File: config.mk
export PLATFORM = sky130hd
export DESIGN_NAME = dice_turn_engine
export DESIGN_NICKNAME = d
export VERILOG_FILES = /design/src/rtl/dice_pkg.sv /design/src/rtl/dice_player_ctr.sv /design/src/rtl/dice_turn_engine.sv
export SDC_FILE = /design/constraint.sdc
export NUM_CORES = 1
export LEC_CHECK = 0
export ABC_CLOCK_PERIOD_IN_PS = 2070
export CAP_MARGIN = 10
export CORE_AREA = 3 3 49 51
export DETAILED_ROUTE_END_ITERATION = 7
export DIE_AREA = 0 0 52 54
export GPL_TIMING_DRIVEN = 0
export PLACE_DENSITY = 0.74
export SETUP_SLACK_MARGIN = 0.4
export SLEW_MARGIN = 5
export SYNTH_ARGS = -nofsm -noshare
export SYNTH_HDL_FRONTEND = slang
export SYNTH_SLANG_ARGS = --single-unit
File: constraint.sdc
create_clock -name clk -period 2.07 [get_ports clk]
set_input_delay 0.414 -clock clk [delete_from_list [all_inputs] [get_ports clk]]
set_output_delay 0.414 -clock clk [all_outputs]
set_load 0.02 [all_outputs]
File: src/rtl/dice_pkg.sv
// Purpose: shared constants, FSM state type and face-classification helpers for the dice turn engine.
// Latency: n/a (package; pure functions only).
// Backpressure: n/a.
package dice_pkg;

  localparam int unsigned      DEF_NUM_FACES  = 6;
  localparam logic [5:0]       DEF_BONUS_MASK = 6'b101000;
  localparam int unsigned      DEF_MAX_CHAIN  = 3;

  typedef enum logic [0:0] {
    IDLE  = 1'b0,
    CHAIN = 1'b1
  } state_e;

  // Legal faces are 1..num_faces; 0 and anything above are rejected.
  function automatic logic is_legal_face(input int unsigned face,
                                         input int unsigned num_faces = DEF_NUM_FACES);
    return (face != 0) && (face <= num_faces);
  endfunction

  // Bit f-1 of the mask marks face f as granting another throw.
  function automatic logic is_bonus_face(input int unsigned face,
                                         input logic [31:0] mask);
    if (face == 0 || face > 32) return 1'b0;
    return mask[face-1];
  endfunction

endpackage

File: src/rtl/dice_player_ctr.sv
// Purpose: wrapping player index counter, 0..NUM-1, advanced by a single enable.
// Latency: 1 cycle from adv to updated cnt.
// Backpressure: none; the caller gates adv.
// Ports: clk, rst (sync active-high), adv (step to next player), cnt (current player).
module dice_player_ctr #(
  parameter int NUM = 4,
  parameter int W   = 2
) (
  input  logic         clk,
  input  logic         rst,
  input  logic         adv,
  output logic [W-1:0] cnt
);

  logic [W-1:0] cnt_q;
  logic [W-1:0] cnt_d;

  always_comb begin
    cnt_d = cnt_q;
    if (adv) begin
      if (cnt_q == W'(NUM - 1)) cnt_d = '0;
      else                      cnt_d = cnt_q + W'(1);
    end
  end

  always_ff @(posedge clk) begin
    if (rst) cnt_q <= '0;
    else     cnt_q <= cnt_d;
  end

  assign cnt = cnt_q;

endmodule

File: src/rtl/dice_turn_engine.sv
// Purpose: accumulate die faces into per-player turns with chained bonus throws; emit one move per turn.
// Latency: 1 cycle from the turn-completing roll to move_valid.
// Backpressure: roll_ready = !move_valid | move_ready; the pending move holds while stalled.
// Ports: clk, rst (sync active-high); roll_valid/roll_ready/roll_face in; move_valid/move_ready,
//   move, move_player, move_foul out; cur_player, extra_throw, bad_roll status.
// Optional: define DICE_STATS_EN to add turn_count[15:0] and foul_count[7:0] counted on move drain.
module dice_turn_engine
  import dice_pkg::*;
#(
  parameter int                    FACE_W      = 3,
  parameter int                    NUM_FACES   = DEF_NUM_FACES,
  parameter logic [NUM_FACES-1:0]  BONUS_MASK  = DEF_BONUS_MASK,
  parameter int                    MAX_CHAIN   = DEF_MAX_CHAIN,
  parameter int                    NUM_PLAYERS = 4,
  parameter int                    MOVE_W      = $clog2(MAX_CHAIN*NUM_FACES+1),
  parameter int                    PLR_W       = (NUM_PLAYERS > 1) ? $clog2(NUM_PLAYERS) : 1
) (
  input  logic              clk,
  input  logic              rst,
  input  logic              roll_valid,
  input  logic [FACE_W-1:0] roll_face,
  output logic              roll_ready,
  output logic              move_valid,
  input  logic              move_ready,
  output logic [MOVE_W-1:0] move,
  output logic [PLR_W-1:0]  move_player,
  output logic              move_foul,
  output logic [PLR_W-1:0]  cur_player,
  output logic              extra_throw,
  output logic              bad_roll
`ifdef DICE_STATS_EN
  ,
  output logic [15:0]       turn_count,
  output logic [7:0]        foul_count
`endif
);

  localparam int CH_W = (MAX_CHAIN > 1) ? $clog2(MAX_CHAIN + 1) : 1;

  state_e             state_q, state_d;
  logic [MOVE_W-1:0]  acc_q, acc_d;
  logic [CH_W-1:0]    chain_q, chain_d;
  logic               move_valid_q, move_valid_d;
  logic [MOVE_W-1:0]  move_q, move_d;
  logic [PLR_W-1:0]   move_player_q, move_player_d;
  logic               move_foul_q, move_foul_d;
  logic               bad_roll_q, bad_roll_d;
  logic               adv;

  logic roll_acc, move_drain, face_legal, face_bonus;

  assign roll_ready = !move_valid_q || move_ready;
  assign roll_acc   = roll_valid && roll_ready;
  assign move_drain = move_valid_q && move_ready;
  assign face_legal = is_legal_face(32'(roll_face), NUM_FACES);
  assign face_bonus = is_bonus_face(32'(roll_face), 32'(BONUS_MASK));

  always_comb begin
    state_d       = state_q;
    acc_d         = acc_q;
    chain_d       = chain_q;
    move_valid_d  = move_valid_q;
    move_d        = move_q;
    move_player_d = move_player_q;
    move_foul_d   = move_foul_q;
    bad_roll_d    = 1'b0;
    adv           = 1'b0;

    // A drained move clears valid unless this same cycle's roll completes a new turn.
    if (move_drain) move_valid_d = 1'b0;

    if (roll_acc) begin
      if (!face_legal) begin
        bad_roll_d = 1'b1;
      end else if (face_bonus && (32'(chain_q) + 1 < MAX_CHAIN)) begin
        acc_d   = acc_q + MOVE_W'(roll_face);
        chain_d = chain_q + CH_W'(1);
        state_d = CHAIN;
      end else begin
        // Either a normal turn end or a bonus on the last allowed throw (forfeit).
        move_valid_d  = 1'b1;
        move_player_d = cur_player;
        move_foul_d   = face_bonus;
        move_d        = face_bonus ? '0 : acc_q + MOVE_W'(roll_face);
        acc_d         = '0;
        chain_d       = '0;
        state_d       = IDLE;
        adv           = 1'b1;
      end
    end
  end

  always_ff @(posedge clk) begin
    if (rst) begin
      state_q       <= IDLE;
      acc_q         <= '0;
      chain_q       <= '0;
      move_valid_q  <= 1'b0;
      move_q        <= '0;
      move_player_q <= '0;
      move_foul_q   <= 1'b0;
      bad_roll_q    <= 1'b0;
    end else begin
      state_q       <= state_d;
      acc_q         <= acc_d;
      chain_q       <= chain_d;
      move_valid_q  <= move_valid_d;
      move_q        <= move_d;
      move_player_q <= move_player_d;
      move_foul_q   <= move_foul_d;
      bad_roll_q    <= bad_roll_d;
    end
  end

  dice_player_ctr #(
    .NUM (NUM_PLAYERS),
    .W   (PLR_W)
  ) u_player_ctr (
    .clk (clk),
    .rst (rst),
    .adv (adv),
    .cnt (cur_player)
  );

  assign move_valid  = move_valid_q;
  assign move        = move_q;
  assign move_player = move_player_q;
  assign move_foul   = move_foul_q;
  assign bad_roll    = bad_roll_q;
  // Mid-chain is exactly the CHAIN state, which is itself a flop.
  assign extra_throw = (state_q == CHAIN);

`ifdef DICE_STATS_EN
  logic [15:0] turn_cnt_q, turn_cnt_d;
  logic [7:0]  foul_cnt_q, foul_cnt_d;

  always_comb begin
    turn_cnt_d = turn_cnt_q;
    foul_cnt_d = foul_cnt_q;
    if (move_drain) begin
      if (turn_cnt_q != 16'hFFFF) turn_cnt_d = turn_cnt_q + 16'd1;
      if (move_foul_q && foul_cnt_q != 8'hFF) foul_cnt_d = foul_cnt_q + 8'd1;
    end
  end

  always_ff @(posedge clk) begin
    if (rst) begin
      turn_cnt_q <= '0;
      foul_cnt_q <= '0;
    end else begin
      turn_cnt_q <= turn_cnt_d;
      foul_cnt_q <= foul_cnt_d;
    end
  end

  assign turn_count = turn_cnt_q;
  assign foul_count = foul_cnt_q;
`endif

endmodule

==> results.sh <==
export IMPL_power_w=0.000795
export IMPL_reg2reg_from="chain_q[1]"
export IMPL_fin_area_um2=1360
export IMPL_regArea_um2=409
export IMPL_fmax_ghz=0.560
export IMPL_fin_crit_sh=0.863
export IMPL_clock_latency_ns=0.31
export IMPL_finalHoldViolations=0
export IMPL_multi_input_area_um2=583
export IMPL_first_iter_violations=22
export IMPL_fin_crit_ns=1.79
export IMPL_worstHoldPathType="reg2reg"
export IMPL_post_dp_cell_area_um2=1210
export IMPL_setup_viol=0
export IMPL_synth_warnings=0
export IMPL_clockBufferDepth=2
export IMPL_die_h_um=54
export IMPL_ys_seq_elements=20
export IMPL_dieArea_um2=2810
export IMPL_path_class="reg2reg"
export IMPL_start_util=0.485
export IMPL_finalMaxSlewViolations=0
export IMPL_critPathLaunch="chain_q[1]"
export IMPL_cts_root_buf="clkbuf_4"
export IMPL_track_usage=0.205
export IMPL_grt_first_pass_wirelength_um=4190
export IMPL_pin_count=21
export IMPL_crit_arrival_ns=2.04
export IMPL_cp_required_ns=2.32
export IMPL_grt_max_degree=12
export IMPL_grt_setup_unrepaired="true"
export IMPL_worst_pin_slew_ns=0.524
export IMPL_maxCapViolations=0
export IMPL_nFillCells=156
export IMPL_core_area_um2=1980
export IMPL_ys_seq_area_frac=0.417
export IMPL_dr_pass1_iters=4
export IMPL_hold_ws_ns=0.466
export IMPL_cts_made_buffers=3
export IMPL_die_w_um=52
export IMPL_leakage_nw=0.590
export IMPL_p_per_area_nw_per_um2=586
export IMPL_fp_row_count=16
export IMPL_area_delta_synth_final_pct=41.1
export IMPL_grt_ovfl_total=0
export IMPL_max_vdd_ir_drop_v=0.000460
export IMPL_vias=968
export IMPL_synth_nets=127
export IMPL_avgViaCountPerCell=5.69
export IMPL_diodes=0
export IMPL_crit_path_max_fanout=4
export IMPL_h_tree_depth=1
export IMPL_port_buffers=20
export IMPL_finalNetCount=158
export IMPL_relSlewSlack=0.650
export IMPL_wl_um=2620
export IMPL_gp_congestion=0.767
export IMPL_status="finished clean"
export IMPL_clock_sinks=20
export IMPL_dp_hpwl_um=1630
export IMPL_ant_nets=0
export IMPL_fin_skew_ns=0.00691
export IMPL_synth_distinct_cells=31
export IMPL_drc=0
export IMPL_grt_pass1_vias=959
export IMPL_drive_above_1_share=0.238
export IMPL_final_util=0.684
export IMPL_cts_hold_fix_buffers=0
export IMPL_syn_inst=113
export IMPL_tritoncts="done"
export IMPL_path_clk_slew_ns=0.12
export IMPL_syn_area_um2=961
export IMPL_min_from="extra_throw"
export IMPL_wl_per_cell_um=15.4
export IMPL_crit_path_start_kind="flop"
export IMPL_setup_tns_ns=0
export IMPL_avgSynthCellArea_um2=8.50
export IMPL_worstSetupEndpointType="flop"
export IMPL_antenna_found_initial=0
critical path, stage by stage, from the launching register on:
cell,delay (ns)
dfxtp_4,0.39
ha_4,0.16
or4b_4,0.53
buf_8,0.14
or3_4,0.36
a21oi_2,0.13
state kept, by name (all words and copies together) (netlist names):
register / cells
chain_q: 2
bad_roll: 1
move: 5
acc_q: 5
move_player: 2
extra_throw: 1
move_foul: 1
move_valid: 1
u_player_ctr.cnt: 2
cells in the mapped netlist:
cell type,count,area [um2]
clkbuf_2,1,5.00
or4b_1,1,10.0
nand2_1,13,48.8
or2_2,1,6.26
inv_1,5,18.8
or4_1,1,7.51
xnor2_1,1,8.76
nand2b_1,3,18.8
nor3_1,1,5.00
a21o_1,1,7.51
a21oi_1,18,90.1
dfxtp_1,20,400
nor4b_1,1,8.76
buf_4,1,7.51
o211a_1,1,10.0
nand4_1,2,12.5
nor2b_1,1,6.26
a211o_1,1,8.76
clkbuf_1,2,7.51
and4_1,1,8.76
buf_2,2,10.0
a211oi_1,1,7.51
o22ai_1,1,6.26
nand3_1,9,45.0
o31ai_1,1,7.51
fa_1,1,20.0
or3_1,3,18.8
ha_1,6,75.1
or3_2,1,7.51
o2111a_1,1,11.3
o21ai_0,11,55.1
stage by stage:
step,cells,worst slack [ns]
4_1_cts,169,0.320
2_1_floorplan,113,0.360
3_5_place_dp,160,-0.361
6_report,170,0.284
5_1_grt,170,0.254
3_3_place_gp,160,-0.308
where the power goes:
part | switching (W) | total (W) | internal [W]
clock | 0.000127 | 0.000234 | 0.000108
sequential | 0.0000111 | 0.000408 | 0.000397
combinational | 0.0000857 | 0.000152 | 0.0000666
layout make-up:
cell class              instances  area share
plain buffers                   6      0.0314
clock buffers                   4      0.0268
inverters                       5      0.0157
multi-input cells              82       0.430
flip-flops and latches         20       0.302
well taps                      27      0.0249
repair buffers                 26       0.170
cells by family after synthesis:
group / count (synthesis) / synth area share
AND/OR/NAND/NOR: 38 / 0.212
flip-flops: 20 / 0.417
XOR/XNOR: 1 / 0.00912
AO/OA/AOI/OAI: 36 / 0.212
buffers and inverters: 11 / 0.0508
adder cells (fa/ha/maj): 7 / 0.0990
what timing repair did:
action                                 CTS  global route
setup endpoints to repair               31            20
setup buffers                            5             1
endpoints found under the hold margin    0             0
gates resized for setup                 30            16
pin swaps                                6             4
cell usage in the layout (no fill, tap or decap), drive strengths merged:
master         instances
a211o                  1
a211oi                 1
a21o                   1
a21oi                 18
and4                   1
buf                   11
clkbuf                 6
clkdlybuf4s15          1
clkdlybuf4s50          3
dfxtp                 20
dlygate4sd2           13
dlymetal6s2s           2
fa                     1
ha                     6
inv                    5
nand2                 13
nand2b                 3
nand3                  9
nand4                  2
nor2b                  1
nor3                   1
nor4b                  1
o2111a                 1
o211a                  1
o21ai                 11
o22ai                  1
o31ai                  1
or2                    1
or3                    4
or4                    1
or4b                   1
xnor2                  1
metal layers:
metal | up-vias | GRT usage | share of wire
met2 | 35 | 0.347 | 0.49
met3 | 9 | 0.0416 | 0.061
met4 | 0 | 0.122 | 0.030
li1 | 468 | - | -
met1 | 456 | 0.238 | 0.42
met5 | - | 0 | 0
path summary, 6_finish.rpt:
check | endpoint | slack, ns | cells after the start
worst max-delay path | chain_q[1] | 0.28 | 5
worst min-delay path | extra_throw | 0.47 | 2
worst max register to register | chain_q[1] | 0.28 | 5
worst min register to register | extra_throw | 0.47 | 2
No activity file was read; power rests on OpenSTA's default activity.
